File: src/rtl/xgmii_defs.vh
// rtl/xgmii_defs.vh - XGMII control characters and start-word preamble shared by the gmii/xgmii blocks
localparam logic [7:0]  XGMII_IDLE     = 8'h07;
localparam logic [7:0]  XGMII_START    = 8'hFB;
localparam logic [7:0]  XGMII_TERM     = 8'hFD;
localparam logic [7:0]  XGMII_ERROR    = 8'hFE;
// lanes 7..1 of a start word: D5 in lane 7, 55 in lanes 6..1
localparam logic [55:0] XGMII_PREAMBLE = 56'hD5_5555_5555_5555;

File: src/rtl/xgmii_rx_deframer_pkg.sv
// rtl/xgmii_rx_deframer_pkg.sv - deframer state type, XGMII constants and lane-mask helper
package xgmii_rx_deframer_pkg;

    `include "xgmii_defs.vh"

    typedef enum logic [1:0] {
        S_IDLE,
        S_DATA,
        S_FLUSH,
        S_DROP
    } rx_state_t;

    function automatic logic [63:0] keep_to_mask(input logic [7:0] keep);
        logic [63:0] m;
        for (int i = 0; i < 8; i++) begin
            m[8*i +: 8] = {8{keep[i]}};
        end
        return m;
    endfunction

endpackage

File: src/rtl/xgmii_term_detect.sv
// rtl/xgmii_term_detect.sv - locates the terminate lane of an XGMII word and flags malformed control lanes
module xgmii_term_detect
    import xgmii_rx_deframer_pkg::*;
(
    input  logic [7:0]  rxc,
    input  logic [63:0] rxd,
    output logic        term_found,
    output logic [2:0]  term_lane,
    output logic        ctrl_err
);

    logic       fd_seen;
    logic       fe_seen;
    logic [7:0] below;

    always_comb begin
        fd_seen   = 1'b0;
        fe_seen   = 1'b0;
        term_lane = 3'd0;
        // scan downwards so the lowest FD control lane wins
        for (int i = 7; i >= 0; i--) begin
            if (rxc[i] && rxd[8*i +: 8] == XGMII_TERM) begin
                fd_seen   = 1'b1;
                term_lane = 3'(i);
            end
            if (rxc[i] && rxd[8*i +: 8] == XGMII_ERROR) begin
                fe_seen = 1'b1;
            end
        end
        below      = (8'h01 << term_lane) - 8'h01;
        term_found = fd_seen && ((rxc | below) == 8'hff);
        ctrl_err   = fe_seen || ((rxc != 8'h00) && (!term_found || ((rxc & below) != 8'h00)));
    end

endmodule

File: src/rtl/xgmii_rx_deframer.sv
// rtl/xgmii_rx_deframer.sv - 64-bit XGMII receive deframer producing sop/eop/keep beats and frame statistics
module xgmii_rx_deframer
    import xgmii_rx_deframer_pkg::*;
#(
    parameter int CNT_W = 32
) (
    input  logic             xgmii_clk,
    input  logic             sys_rst,
    input  logic [7:0]       xgmii_rxc,
    input  logic [63:0]      xgmii_rxd,
    output logic             rx_valid,
    output logic [63:0]      rx_data,
    output logic [7:0]       rx_keep,
    output logic             rx_sop,
    output logic             rx_eop,
    output logic             rx_err,
    output logic [CNT_W-1:0] rx_frame_cnt,
    output logic [CNT_W-1:0] rx_err_cnt
);

    rx_state_t   state, state_n;
    logic [63:0] held_data, held_data_n;
    logic [7:0]  held_keep, held_keep_n;
    logic        held_valid, held_valid_n;
    logic        first_pend, first_pend_n;

    logic        emit, e_eop, e_err;
    logic [7:0]  e_keep;
    logic        frame_inc, err_inc;

    logic        term_found, ctrl_err;
    logic [2:0]  term_lane;
    logic        is_start, start_ok, idle_word;

    xgmii_term_detect u_term_detect (
        .rxc        (xgmii_rxc),
        .rxd        (xgmii_rxd),
        .term_found (term_found),
        .term_lane  (term_lane),
        .ctrl_err   (ctrl_err)
    );

    always_comb begin
        is_start  = (xgmii_rxc == 8'h01) && (xgmii_rxd[7:0] == XGMII_START);
        start_ok  = (xgmii_rxd[63:8] == XGMII_PREAMBLE);
        idle_word = (xgmii_rxc == 8'hff);
        for (int i = 0; i < 8; i++) begin
            if (xgmii_rxd[8*i +: 8] == XGMII_START || xgmii_rxd[8*i +: 8] == XGMII_ERROR) begin
                idle_word = 1'b0;
            end
        end
    end

    always_comb begin
        state_n      = state;
        held_data_n  = held_data;
        held_keep_n  = held_keep;
        held_valid_n = held_valid;
        first_pend_n = first_pend;
        emit         = 1'b0;
        e_eop        = 1'b0;
        e_err        = 1'b0;
        e_keep       = 8'hff;
        frame_inc    = 1'b0;
        err_inc      = 1'b0;

        case (state)
            S_DATA: begin
                if (ctrl_err) begin
                    // a held word closes the frame; otherwise an empty beat carries the error
                    emit         = 1'b1;
                    e_eop        = 1'b1;
                    e_err        = 1'b1;
                    e_keep       = held_valid ? 8'hff : 8'h00;
                    err_inc      = 1'b1;
                    held_valid_n = 1'b0;
                    state_n      = S_DROP;
                end else if (term_found && term_lane == 3'd0) begin
                    emit         = held_valid;
                    e_eop        = 1'b1;
                    frame_inc    = held_valid;
                    err_inc      = !held_valid;
                    held_valid_n = 1'b0;
                    state_n      = S_IDLE;
                end else begin
                    emit         = held_valid;
                    held_valid_n = 1'b1;
                    held_keep_n  = term_found ? ((8'h01 << term_lane) - 8'h01) : 8'hff;
                    held_data_n  = xgmii_rxd & keep_to_mask(held_keep_n);
                    if (term_found) begin
                        state_n = S_FLUSH;
                    end
                end
                if (emit) begin
                    first_pend_n = 1'b0;
                end
            end
            S_FLUSH: begin
                emit         = 1'b1;
                e_eop        = 1'b1;
                e_keep       = held_keep;
                frame_inc    = 1'b1;
                held_valid_n = 1'b0;
                first_pend_n = 1'b0;
                state_n      = S_IDLE;
            end
            S_DROP: begin
                if (idle_word) begin
                    state_n = S_IDLE;
                end
            end
            default: begin
            end
        endcase

        // the flush cycle may also carry the next frame's start word
        if ((state == S_IDLE || state == S_FLUSH) && is_start) begin
            if (start_ok) begin
                state_n      = S_DATA;
                first_pend_n = 1'b1;
            end else begin
                state_n = S_DROP;
                err_inc = 1'b1;
            end
        end
    end

    always_ff @(posedge xgmii_clk) begin
        if (sys_rst) begin
            state        <= S_IDLE;
            held_data    <= '0;
            held_keep    <= '0;
            held_valid   <= 1'b0;
            first_pend   <= 1'b0;
            rx_valid     <= 1'b0;
            rx_data      <= '0;
            rx_keep      <= '0;
            rx_sop       <= 1'b0;
            rx_eop       <= 1'b0;
            rx_err       <= 1'b0;
            rx_frame_cnt <= '0;
            rx_err_cnt   <= '0;
        end else begin
            state      <= state_n;
            held_data  <= held_data_n;
            held_keep  <= held_keep_n;
            held_valid <= held_valid_n;
            first_pend <= first_pend_n;
            rx_valid   <= emit;
            rx_data    <= emit ? (held_data & keep_to_mask(e_keep)) : 64'd0;
            rx_keep    <= emit ? e_keep : 8'h00;
            rx_sop     <= emit & first_pend;
            rx_eop     <= emit & e_eop;
            rx_err     <= emit & e_err;
            if (frame_inc) begin
                rx_frame_cnt <= rx_frame_cnt + CNT_W'(1);
            end
            if (err_inc) begin
                rx_err_cnt <= rx_err_cnt + CNT_W'(1);
            end
        end
    end

endmodule
File: config.mk
export PLATFORM = sky130hd
export DESIGN_NAME = xgmii_rx_deframer
export DESIGN_NICKNAME = d
export VERILOG_FILES = /design/src/rtl/xgmii_rx_deframer_pkg.sv /design/src/rtl/xgmii_term_detect.sv /design/src/rtl/xgmii_rx_deframer.sv
export VERILOG_INCLUDE_DIRS = /design/src /design/src/rtl
export SDC_FILE = /design/constraint.sdc
export NUM_CORES = 1
export LEC_CHECK = 0
export ABC_AREA = 1
export CELL_PAD_IN_SITES_DETAIL_PLACEMENT = 1
export CELL_PAD_IN_SITES_GLOBAL_PLACEMENT = 1
export CORE_UTILIZATION = 25
export DETAILED_ROUTE_END_ITERATION = 8
export DONT_BUFFER_PORTS = 1
export GPL_ROUTABILITY_DRIVEN = 0
export PLACE_DENSITY = 0.46
export SLEW_MARGIN = 20
export SYNTH_ARGS = -nofsm -noshare
export SYNTH_HDL_FRONTEND = slang
export SYNTH_SLANG_ARGS = --single-unit
File: constraint.sdc
create_clock -name xgmii_clk -period 6.1 [get_ports xgmii_clk]
set_input_delay 1.22 -clock xgmii_clk [delete_from_list [all_inputs] [get_ports xgmii_clk]]
set_output_delay 1.22 -clock xgmii_clk [all_outputs]
set_load 0.02 [all_outputs]
# Word-level counts from Yosys, hierarchy flattened
# Cells that the tools add are included.
# op_classes
bitwise	10
eq_ne	33
add_sub_neg	3
mul	0
n_lt_le_gt_ge	0
n_div	0
reduce_logical	43
shifts	1
muxes	66
# ops
op	n
$eq 8x8->1 const B	26
$and 64x64->64	2
$add 32x1->32 const B	2
$eq 56x56->1 const B	1
$mux 1	42
$mux 3	8
$mux 8	3
$logic_and 1x1->1	21
$pmux 8 s2	1
$reduce_bool 8->1	2
$mux 2	6
$logic_or 1x1->1	11
$pmux 1 s2	5
$and 8x8->8	1
$eq 8x1->1 const B	1
$or 8x8->8	1
$shl 1x3->8 const A	1
$sub 8x1->8 const B	1
$pmux 2 s3	1
$reduce_and 3->1	2
$ne 5x5->1 const B	1
$eq 2x2->1 const B	2
$reduce_bool 4->1	1
$and 1x1->1	3
other kinds (8)	11
# word_totals
output_inout_bits	140
reg_bits	216
elab_cells	169
romBits	0
latch_bits	0
ram_bits	0
mem_count	0

# Longest topological paths before layout
# Gate-level depths: netlist of run 1.
# logic_depth
word_depth	25
ltp_mapped	29
depth_no_buf	29

# By module
# A second synthesis of run 1 with hierarchy kept.
# unflattened
hier_cells	1519
area_unflattened_um2	10425.0
# modules_own_cells
mod	seq_area_each_um2	cells_each	n_inst	area_per_inst_um2
xgmii_rx_deframer	4324.1	1348	1	9574.2
xgmii_term_detect	0.0	171	1	850.8

# Worst setup path before layout of run 1
# OpenSTA, ideal clock, no wires.
# synth_path
kind	input port to flip-flop
start	in xgmii_rxd[5]
end	reg held_data[1]
stages	24
arrival_time_ns	3.975
slack_ns	2.005
setup_ns	0.120
required_time_ns	5.980
path_buffers	2
cell_sequence	nand2_1 -> nor2_1 -> nand4_2 -> nand2_2 -> nor2_1 -> o21ai_1 -> nand2_1 -> inv_1 -> nand2_1 -> ha_1 -> a21oi_1 -> o21ai_0 -> a21oi_1 -> nand3_2 -> nor2_4 -> nand2_1 -> nand2_2 -> nand2_2 -> nor2_4 -> nand2_2 -> buf_6 -> buf_2 -> nand2_1 -> a21oi_1
# synth_via
elab_chain_cells	14
# synth_rtl
item	line	rtl
from (decl)	xgmii_rx_deframer.sv:10	input logic [63:0] xgmii_rxd,
$eq 8x8->1	xgmii_term_detect.sv:22	if (rxc[i] && rxd[8*i +: 8] == XGMII_TERM) begin
$logic_and 1x1->1	xgmii_term_detect.sv:22	
$mux 3	xgmii_term_detect.sv:22	
$shl 1x3->8	xgmii_term_detect.sv:30, xgmii_rx_deframer.sv:88	
$sub 8x1->8	xgmii_term_detect.sv:30, xgmii_rx_deframer.sv:88	
$or 8x8->8	xgmii_term_detect.sv:31	term_found = fd_seen && ((rxc | below) == 8'hff);
$eq 8x8->1	xgmii_term_detect.sv:31	
$logic_and 1x1->1	xgmii_term_detect.sv:31	
$logic_not 1->1	xgmii_term_detect.sv:32	ctrl_err = fe_seen || ((rxc != 8'h00) && (!term_found || ((rxc & below) != 8'h00)));
$logic_or 1x1->1	xgmii_term_detect.sv:32	
$logic_and 1x1->1	xgmii_term_detect.sv:32	
$logic_or 1x1->1	xgmii_term_detect.sv:32	
$not 1->1 (no line)	n/a	
$reduce_and 3->1 (no line)	n/a	
to (signal assigned)	xgmii_rx_deframer.sv:145	held_data <= held_data_n;
to (decl)	xgmii_rx_deframer.sv:22	logic [63:0] held_data, held_data_n;
# Parallel ways exist; a longest one is shown, timed or not.
# A chain may end at the register's enable or synchronous reset.

# Final worst setup path of run 1
# layout_path
start	in xgmii_rxd[21]
end	reg rx_frame_cnt[27]
# layout_via
elab_chain_cells	16
# layout_rtl
item	line	rtl
$eq 8x8->1	xgmii_term_detect.sv:22	
$logic_and 1x1->1	xgmii_term_detect.sv:22	
$mux 3 (3 in a row)	xgmii_term_detect.sv:22	
$shl 1x3->8	xgmii_term_detect.sv:30	below = (8'h01 << term_lane) - 8'h01;
$sub 8x1->8	xgmii_term_detect.sv:30	
$or 8x8->8	xgmii_term_detect.sv:31	
$eq 8x8->1	xgmii_term_detect.sv:31	
$logic_and 1x1->1	xgmii_term_detect.sv:31	
$logic_not 1->1	xgmii_term_detect.sv:32	
$logic_or 1x1->1	xgmii_term_detect.sv:32	
$logic_and 1x1->1	xgmii_term_detect.sv:32	
$logic_or 1x1->1	xgmii_term_detect.sv:32	
$mux 1 (*)	xgmii_rx_deframer.sv:69	if (ctrl_err) begin
$pmux 1 s2 (*)	xgmii_rx_deframer.sv:67	case (state)
to (signal assigned)	xgmii_rx_deframer.sv:156	rx_frame_cnt <= rx_frame_cnt + CNT_W'(1);
to (decl)	xgmii_rx_deframer.sv:17	output logic [CNT_W-1:0] rx_frame_cnt,
# Every way passes the cells marked *; elsewhere a longest branch is shown, timed or not.

==> out/metrics.csv, run 1 <==
metric,value,unit
status,"finished, final reports clean",
vias in the first global route,9746,
Root Driver,clkbuf_16,
aggregate global-route resource usage,18.3,%
flop-to-flop setup slack,3.38,ns
final setup fails,0,
pin count of the biggest net entering global routing,135,
Max-slew headroom,23.1,%
total core area,0.0409,sq mm
met3 wire length,1840,um
placement row count,74,
htree depth,1,
YS warnings,0,
Worst-path clk slew,0.06,ns
Power per Cell Area,313,mW/mm^2
Die Area,0.0424,sq mm
Post-synth top cells,"nand2_1 (384), dfxtp_1 (216), nor2_1 (166)",
dpl hpwl,28400,um
P&R area growth vs syn,14.1,%
P_leak,4.29,nW
final hold violations,0,
reg2reg path depth,10,
share of cells above drive strength 1,5.73,%
average size of a mapped cell,6.95,sq um
Netlist cell types,38,
"Arr. time, crit path",5.21,ns
Worst Hold Class,flip-flop to flip-flop,
sequential share of the synthesized area,41.6,%
unrepaired setup endpoints after global routing,false,
critical path launch point type,primary input,
Routed Antenna Nets,0,
setup_tns,0,ns
crit path launch,xgmii_rxd[21],
CP Capture Point,rx_frame_cnt[27],
required time worst endpoint,6.58,ns
clk_skew,0.0123,ns
Num CTS Buffers,28,
vias per cell,4.73,
max-cap violation count,0,
Die H,206,um
# hold bufs at CTS,0,
drt wl/cell,19.2,um
initial antenna violation count,0,
endpoint class of the critical path,flip-flop,
buffers added on ports,0,
Fmax,212,MHz
Ant. Diodes,0,
post_cts resized,0,
Post-synth EDFFs,0,
Tmin final,4.72,ns
CTS sink cnt,216,
largest cells by area after synthesis,"dfxtp_1 (42%), nand2_1 (14%), a21oi_1 (6.6%), nand3_1 (6.2%), nor2_1 (6.0%)",
Gate Count Post-Synth,1495,
DRT Wirelength,39100,um
chip width,206,um
DR top layer,met4,
VDD IR max,0.200,mV
Starting Density,25.4,%
grt ovf,0,
DRC viols,0,
worst reg2reg endpoint,rx_err_cnt[6],
post-synth top area cell,dfxtp_1,
Post-synth ARST share,0,%
worst r2r src,state[0],
detailed-route via count,9617,
final period utilization,77.4,%
synthesized netlist net count,1576,
post-synth top area share,41.6,%
clock buffer depth,3,
Post-Syn Area,0.0104,sq mm
top-count cell post-synth,nand2_1,
Synth Flop Type,dfxtp_1,
worst-margin pin slew,1.14,ns
hold-critical path depth,2,
Final nets,1561,
Yosys reg bits,216,
Filler cells,5099,
final slew viol count,0,
Top Ports,214,
Crit Path Class,primary input to flip-flop,
TritonRoute pass-1 iters,4,
setup bufs post-CTS,0,
Inst Count DP,1982,
first-pass GRT wire length,60000,um
wire length on met2,17400,um
M1 wire length,19200,um
initial DRC count,330,
crit path max fanout,32,
Finished Layout Cells,2034,
CTS tree,built,
clk_lat worst skew,0.56,ns
## routing by layer
metal	GRT usage (%)	up-vias
met4	4.44	0
met3	3.61	53
met5	0	-
met2	28.9	161
met1	25.4	4581
li1	-	4822
## metrics by stage
stage          instance area (sq um)  power [mW]  worst slack (ns)  hold slack, ns  utilization, %
2_1_floorplan                  10400        1.81              2.00           0.408               -
3_5_place_dp                   10900        1.97             0.830           0.418            26.6
5_1_grt                        11900        3.90             0.996           0.440            29.0
3_3_place_gp                   10900        1.97              1.01           0.418            26.6
6_report                       11900        3.72              1.38           0.427            29.0
4_1_cts                        11900        3.81              1.37           0.427            29.0
## registers in the layout, indices dropped and copies added (netlist names)
register      flops
held_valid        1
held_data        64
first_pend        1
rx_err            1
rx_eop            1
rx_err_cnt       32
held_keep         8
rx_sop            1
rx_valid          1
rx_keep           8
rx_frame_cnt     32
rx_data          64
state             2
## cell usage in the layout (no fill, tap or decap), drive strengths merged, types with 36 or more instances in the layout
cell type / count
a21oi: 138
nand2: 391
nor2: 169
clkbuf: 40
dfxtp: 216
nor3: 37
nand3: 131
inv: 156
xor2: 43
nand4: 36
nand3b: 40
## worst max-delay path, stage by stage
cell and delay (ns):
inv_1 0.02, nor3_1 0.33, nand4_1 0.23, nand2_1 0.17, nor2_1 0.10, o21ai_1 0.16
nand2_1 0.08, inv_1 0.07, nand2_1 0.11, ha_1 0.35, a21oi_1 0.15, o21ai_0 0.09
a21oi_1 0.21, nand4_1 0.44, nor2_1 0.45, nand3_1 0.19, nand2_1 0.16, buf_4 0.36
nand3_1 0.13, a21oi_1 0.15
## power by group
part	internal, mW	total, mW	switching (mW)
Combinational	0.0965	0.470	0.374
Sequential	1.43	1.46	0.0281
Clock	1.13	1.79	0.665
## cell families after synthesis
| group | after synthesis | share of synthesized area (%) |
|---|---|---|
| AOI/OAI and AO/OA | 156 | 7.76 |
| xor gates and xnor gates | 60 | 5.06 |
| buffers and inverters | 213 | 8.37 |
| DFF | 216 | 41.6 |
| and+or+nand+nor | 843 | 36.4 |
| adders and majority gates | 7 | 0.843 |
## worst min-delay path by stage
| stage | from | to |
|---|---|---|
| floorplan | held_data[10] | rx_data[10] |
| global placement | held_data[33] | rx_data[33] |
| detailed placement | held_data[17] | rx_data[17] |
| CTS | held_data[10] | rx_data[10] |
| global route | held_data[9] | rx_data[9] |
| finish | held_data[20] | rx_data[20] |
## cell type report
type                       instances  area [sq um]  share of cell area (%)
inverter                         157           589                    4.97
clock inverter                    12           190                    1.60
clock buffer                      40           807                    6.80
tap                              532           666                    5.61
timing repair buffer              11          82.6                   0.696
sequential                       216          4320                    36.4
multi-input combinational       1066          5210                    43.9
Power figures use the tool's default switching activity.
==> run 2, diff against run 1 <==
--- a/config.mk
+++ b/config.mk
@@ -6,7 +6,7 @@
 export SDC_FILE = /design/constraint.sdc
 export NUM_CORES = 1
 export LEC_CHECK = 0
-export ABC_AREA = 1
+export ABC_AREA = 0
 export CELL_PAD_IN_SITES_DETAIL_PLACEMENT = 1
 export CELL_PAD_IN_SITES_GLOBAL_PLACEMENT = 1
 export CORE_UTILIZATION = 25
==> constraint.sdc (replaced) <==
create_clock -name xgmii_clk -period 3.8 [get_ports xgmii_clk]
set_input_delay 0.76 -clock xgmii_clk [delete_from_list [all_inputs] [get_ports xgmii_clk]]
set_output_delay 0.76 -clock xgmii_clk [all_outputs]
set_load 0.02 [all_outputs]
==> run 2 against run 1 <==
Compared with the run above: clock power increased by 47%; synthesized cell count decreased by 27%; sequential power is 60% higher; largest power group unchanged; sequential cell count did not move; global-route usage is 0.99 points lower; die area fell by 6.3%; via count fell by 12%; final cell count is 18% lower; worst setup slack got worse by 1.2 ns.
==> out/metrics.csv, run 2 <==
metric,value,unit,change
status,"finished, final reports clean",,
Gate Count Post-Synth,1089,,-27%
grt ovf,0,,unchanged
final period utilization,95.9,%,
TritonRoute pass-1 iters,4,,unchanged
"commonest non-fill, non-tap cell in the layout",dfxtp_1,,
final hold violations,0,,unchanged
post-synth top area cell,dfxtp_1,,
cell mode on critical path,nor4_4,,
"CP delay by family, top",simple AND/OR/NAND/NOR gates,,
Power per Cell Area,452,mW/mm^2,+44%
Ant. Diodes,0,,unchanged
clk_skew,0.00839,ns,-0.00389 ns
vias per cell,5.07,,+7.3%
Routed Antenna Nets,0,,unchanged
Root Driver,clkbuf_16,,
vias in the first global route,8749,,-10%
post-synth top area share,44.4,%,+2.8 points
endpoint class of the critical path,flip-flop,,
most frequent cells in the layout,"dfxtp_1 (216), buf_4 (88), nand2_1 (79)",,
Tmin final,3.64,ns,
crit path max-delay cell type,ha_1,,
average size of a mapped cell,8.94,sq um,+29%
clock buffer depth,3,,unchanged
Netlist cell types,75,,+97%
"Arr. time, crit path",4.08,ns,-1.13 ns
total core area,0.0380,sq mm,-7.1%
"Largest stage delay, worst path",0.34,ns,-0.11 ns
final setup fails,0,,unchanged
buffers added on ports,0,,unchanged
placement row count,71,,-4.1%
DRT Wirelength,35000,um,-11%
pre-CTS setup slack,-0.386,ns,-1.22 ns
chip width,199,um,-3.2%
unrepaired setup endpoints after global routing,false,,
Starting Density,25.6,%,+0.19 points
VDD IR max,0.203,mV,+1.6%
P_leak,4.14,nW,-3.5%
htree depth,1,,unchanged
DR top layer,met4,,
critical path launch point type,primary input,,
M1 wire length,15000,um,-22%
crit path max fanout,36,,+13%
Worst-path clk slew,0.06,ns,about the same
Yosys reg bits,216,,unchanged
CTS tree,built,,
Max-slew headroom,39.8,%,+17 points
drt wl/cell,20.8,um,+8.4%
aggregate global-route resource usage,17.3,%,-0.99 points
Post-synth ARST share,0,%,unchanged
detailed-route via count,8509,,-12%
share of cells above drive strength 1,18.4,%,+13 points
CP Buf/Inv Count,3,,unchanged
Top Ports,214,,unchanged
P&R area growth vs syn,23.1,%,
Die Area,0.0397,sq mm,-6.3%
dpl hpwl,25400,um,-10%
max-cap violation count,0,,unchanged
clk_lat worst skew,0.55,ns,about the same
# hold bufs at CTS,0,,unchanged
first-pass GRT wire length,53400,um,-11%
"Design Area, Final",0.0120,sq mm,+0.99%
Worst Hold Class,primary input to flip-flop,,
Post-synth top cells,"dfxtp_1 (216), nand2_1 (80), nor2_1 (77)",,
synthesized netlist net count,1170,,-26%
Num CTS Buffers,28,,unchanged
YS warnings,0,,unchanged
wire length on met2,16900,um,-2.7%
worst-margin pin slew,0.902,ns,-0.241 ns
largest cells by area after synthesis,"dfxtp_1 (44%), nor3b_1 (4.5%), mux2_2 (4.3%), a21oi_1 (3.2%), nand2_1 (3.1%)",,
top-count cell post-synth,dfxtp_1,,
top flop regs,"held_data: 64 flops, rx_data: 64 flops",,
DRC viols,0,,unchanged
Crit Path Class,primary input to flip-flop,,
pin count of the biggest net entering global routing,174,,+29%
Synth Flop Type,dfxtp_1,,
Final nets,1228,,-21%
Fmax,274,MHz,
Final WS setup,0.157,ns,-1.22 ns
Die H,199,um,-3.2%
met3 wire length,2320,um,+26%
Power Total,5.41,mW,+46%
CTS sink cnt,216,,unchanged
fin util,31.5,%,+2.5 points
setup_tns,0,ns,unchanged
Post-synth EDFFs,0,,unchanged
initial DRC count,279,,-15%
Post-DP Area,0.0111,sq mm,+1.9%
sequential share of the synthesized area,44.4,%,+2.8 points
worst path cell trace,nand4b_1 > nor3_4 > buf_4 > nor4_4 > a21oi_2 > ha_1 > inv_2 > a2111oi_2 > nand4_1 > a211o_1 > nor4_4 > a32oi_2 > buf_12 > nor4_2 > mux2_1,,
initial antenna violation count,0,,unchanged
required time worst endpoint,4.24,ns,-2.34 ns
Filler cells,4461,,-13%
final slew viol count,0,,unchanged
Post-Syn Area,0.00973,sq mm,-6.4%
[run 2: changes by cell type after synthesis, sizes merged, moves of 34 or more]
cell / previous run / this run
mux2: 0 / 41
nor3b: 1 / 58
nor2b: 0 / 34
nand3: 131 / 53
nand2: 391 / 80
inv: 156 / 32
nor2: 169 / 77
xor2: 43 / 4
a21oi: 138 / 65
o21ai: 8 / 54
nand3b: 40 / 1
[run 2: repair_timing]
item | CTS | global route
setup buffers | 0 | 0
setup endpoints to repair | 0 | 1
resized for setup | 0 | 1
[run 2: final timing paths]
check                                    from                to  slack [ns]  cells past startpoint
worst max-delay path            xgmii_rxd[41]  rx_frame_cnt[31]        0.16                     15
worst min-delay path                  sys_rst  rx_frame_cnt[28]        0.31                      1
worst max register to register  rx_err_cnt[3]    rx_err_cnt[29]        0.55                      9
worst min register to register  held_data[13]       rx_data[13]        0.45                      2
[run 2: where the power goes]
part,internal (mW),switching (mW)
registers,2.29,0.0455
logic,0.155,0.297
clock network,1.60,1.03
total,4.05,1.37
[run 2: cell families (layout without fill, tap and decap cells)]
| family | after synthesis | after routing | synth area share, % |
|---|---|---|---|
| AOI/OAI and AO/OA | 245 | 245 | 17.7 |
| xor gates and xnor gates | 13 | 13 | 1.17 |
| adders and majority gates | 7 | 7 | 0.900 |
| and+or+nand+nor | 464 | 464 | 26.7 |
| DFF | 216 | 216 | 44.4 |
| buffers and inverters | 102 | 179 | 4.23 |
| muxes | 42 | 42 | 4.85 |
[run 2: layer usage]
metal / vias to the layer above / track usage [%]
li1: 4106 / -
met1: 4178 / 21.7
met2: 185 / 29.6
met3: 40 / 3.98
met4: 0 / 4.67
met5: - / 0
[run 2: final cells by class]
type | instances | area (sq um) | area share (%)
multi-input combinational | 771 | 5180 | 43.2
tap | 511 | 639 | 5.34
clock inverter | 7 | 92.6 | 0.773
sequential | 216 | 4320 | 36.1
inverter | 35 | 131 | 1.10
timing repair buffer | 95 | 801 | 6.68
clock buffer | 42 | 815 | 6.80
[run 2: metrics by stage]
stage | hold slack [ns] | std cells
floorplan | 0.416 | 1089
global placement | 0.443 | 1628
detailed placement | 0.446 | 1628
CTS | 0.256 | 1677
global route | 0.259 | 1677
finish | 0.309 | 1677
==> run 3, diff against run 2 <==
==> constraint.sdc (replaced) <==
create_clock -name xgmii_clk -period 3.8 [get_ports xgmii_clk]
set_input_delay 0.19 -clock xgmii_clk [delete_from_list [all_inputs] [get_ports xgmii_clk]]
set_output_delay 0.19 -clock xgmii_clk [all_outputs]
set_load 0.02 [all_outputs]
==> run 3 against run 2 <==
Compared with the run above: non-clock buffer count up 31; via count up 2.6%; utilization up 0.73 points; highest routed layer unchanged.
==> out/metrics.csv, run 3 (synthesis results as in run 2) <==
metric,value,unit,change
max-cap violation count,0,,unchanged
htree depth,1,,unchanged
hold worst-path end,held_keep[7],,
Worst-path clk slew,0.06,ns,about the same
Routed Antenna Nets,0,,unchanged
worst r2r src,rx_err_cnt[4],,
Root Driver,clkbuf_16,,
DRT Wirelength,37200,um,+6.3%
P&R area growth vs syn,26.0,%,
Top Ports,214,,unchanged
flop-to-flop setup slack,0.53,ns,-0.02 ns
Finished Layout Cells,1707,,+1.8%
clock buffer depth,3,,unchanged
first-pass GRT wire length,56500,um,+5.8%
CTS tree,built,,
buffers added on ports,0,,unchanged
share of cells above drive strength 1,14.1,%,-4.3 points
Ant. Diodes,0,,unchanged
critical path launch point type,primary input,,
hold-critical path depth,3,,+2
final period utilization,89.1,%,-6.8 points
setup bufs post-CTS,0,,unchanged
final setup fails,0,,unchanged
Filler cells,4439,,-0.49%
"commonest non-fill, non-tap cell in the layout",dfxtp_1,,
initial DRC count,395,,+42%
status,"finished, final reports clean",,
final slew viol count,0,,unchanged
pin count of the biggest net entering global routing,168,,-3.4%
setup_tns,0,ns,unchanged
P_leak,4.22,nW,+1.9%
VDD IR max,0.222,mV,+9.0%
HP Start,xgmii_rxc[0],,
dpl hpwl,25500,um,+0.33%
unrepaired setup endpoints after global routing,false,,
vias per cell,5.11,,+0.79%
placement row count,71,,unchanged
final hold violations,0,,unchanged
total core area,0.0380,sq mm,unchanged
TritonRoute pass-1 iters,4,,unchanged
Die H,199,um,unchanged
Crit Path Class,primary input to flip-flop,,
Starting Density,25.6,%,unchanged
reg2reg path depth,9,,unchanged
crit path launch,xgmii_rxd[30],,
Tmin final,3.38,ns,-0.259 ns
detailed-route via count,8730,,+2.6%
clk_lat worst skew,0.55,ns,about the same
most frequent cells in the layout,"dfxtp_1 (216), nand2_1 (80), nor2_1 (77)",,
top flop regs,"held_data: 64 flops, rx_data: 64 flops",,
grt ovf,0,,unchanged
vias in the first global route,9144,,+4.5%
worst-margin pin slew,0.884,ns,-0.0173 ns
crit path max fanout,9,,-75%
required time worst endpoint,4.24,ns,about the same
Worst Hold Class,primary input to flip-flop,,
Inst Count DP,1593,,-2.1%
CTS sink cnt,216,,unchanged
Fmax,295,MHz,+7.6%
initial antenna violation count,0,,unchanged
endpoint class of the critical path,flip-flop,,
Final nets,1258,,+2.4%
clk_skew,0.0214,ns,+0.0130 ns
worst reg2reg endpoint,rx_err_cnt[29],,
drt wl/cell,21.8,um,+4.4%
Die Area,0.0397,sq mm,unchanged
Num CTS Buffers,27,,-3.6%
aggregate global-route resource usage,18.6,%,+1.2 points
DRC viols,0,,unchanged
"Arr. time, crit path",3.82,ns,-0.26 ns
chip width,199,um,unchanged
Max-slew headroom,40.3,%,+0.52 points
Power per Cell Area,453,mW/mm^2,+0.28%
==> run 3: changes by cell type in the layout (fill, tap and decap cells not counted), moves of 3 or more <==
cell | previous run | this run
dlygate4sd3_1 | 0 | 65
buf_4 | 88 | 53
clkbuf_1 | 9 | 3
nor4_1 | 9 | 13
a2111oi_0 | 4 | 7
clkbuf_8 | 4 | 7
nor4_4 | 4 | 1
==> run 3: metal layers <==
metal | share of wire [%] | global-route usage (%) | up-vias
li1 | - | - | 4174
met1 | 43 | 22.9 | 4307
met2 | 48 | 32.0 | 204
met3 | 7.0 | 4.51 | 45
met4 | 2.0 | 4.96 | 0
met5 | 0 | 0 | -
==> run 3: worst max path at each step <==
stage	end	slack [ns]	depth (start not counted)
5_1_grt	rx_data[25]	0.14	14
3_5_place_dp	rx_err_cnt[7]	-0.09	15
3_3_place_gp	rx_data[25]	-0.07	15
6_report	rx_data[35]	0.42	14
4_1_cts	rx_data[35]	0.46	14
2_1_floorplan	rx_frame_cnt[31]	0.1	14
==> run 3: metrics by stage <==
stage | hold slack, ns | utilization, % | setup slack (ns) | total power, mW | cell area, sq um
after global placement | 0.277 | 28.0 | -0.0710 | 2.82 | 10700
after CTS | 0.0523 | 32.2 | 0.457 | 5.66 | 12300
after detailed placement | 0.280 | 28.0 | -0.0872 | 2.82 | 10700
after global routing | 0.0827 | 32.2 | 0.140 | 5.80 | 12300
final | 0.0892 | 32.2 | 0.416 | 5.56 | 12300
after floorplan | 0.316 | - | 0.0953 | 2.66 | 9730
==> run 3: where the power goes <==
group | switching (mW) | internal [mW]
sequential | 0.0467 | 2.29
combinational | 0.338 | 0.192
clock | 1.05 | 1.64
total | 1.44 | 4.12
==> run 3: layout make-up <==
type / count / area (sq um) / area share, %
clock buffer: 37 / 783 / 6.39
clock inverter: 11 / 145 / 1.18
inverter: 35 / 131 / 1.07
multi-input combinational: 771 / 5020 / 41.0
sequential: 216 / 4320 / 35.3
tap: 511 / 639 / 5.21
timing repair buffer: 126 / 1220 / 9.92
==> run 3: repair_timing <==
item,4_1_cts,5_1_grt
hold endpoints to repair,140,0
resized for setup,0,0
hold buffers,66,0
==> run 3: worst max-delay path, cell delays in order <==
cell and delay, ns:
and4_1 0.22, and4_1 0.23, nor3_1 0.29, a21oi_1 0.15, ha_1 0.34, inv_1 0.07
a2111oi_0 0.44, nand4_1 0.15, a211o_1 0.36, nor3_1 0.30, a21oi_1 0.19, buf_4 0.21
o211a_1 0.36, nor3b_1 0.32
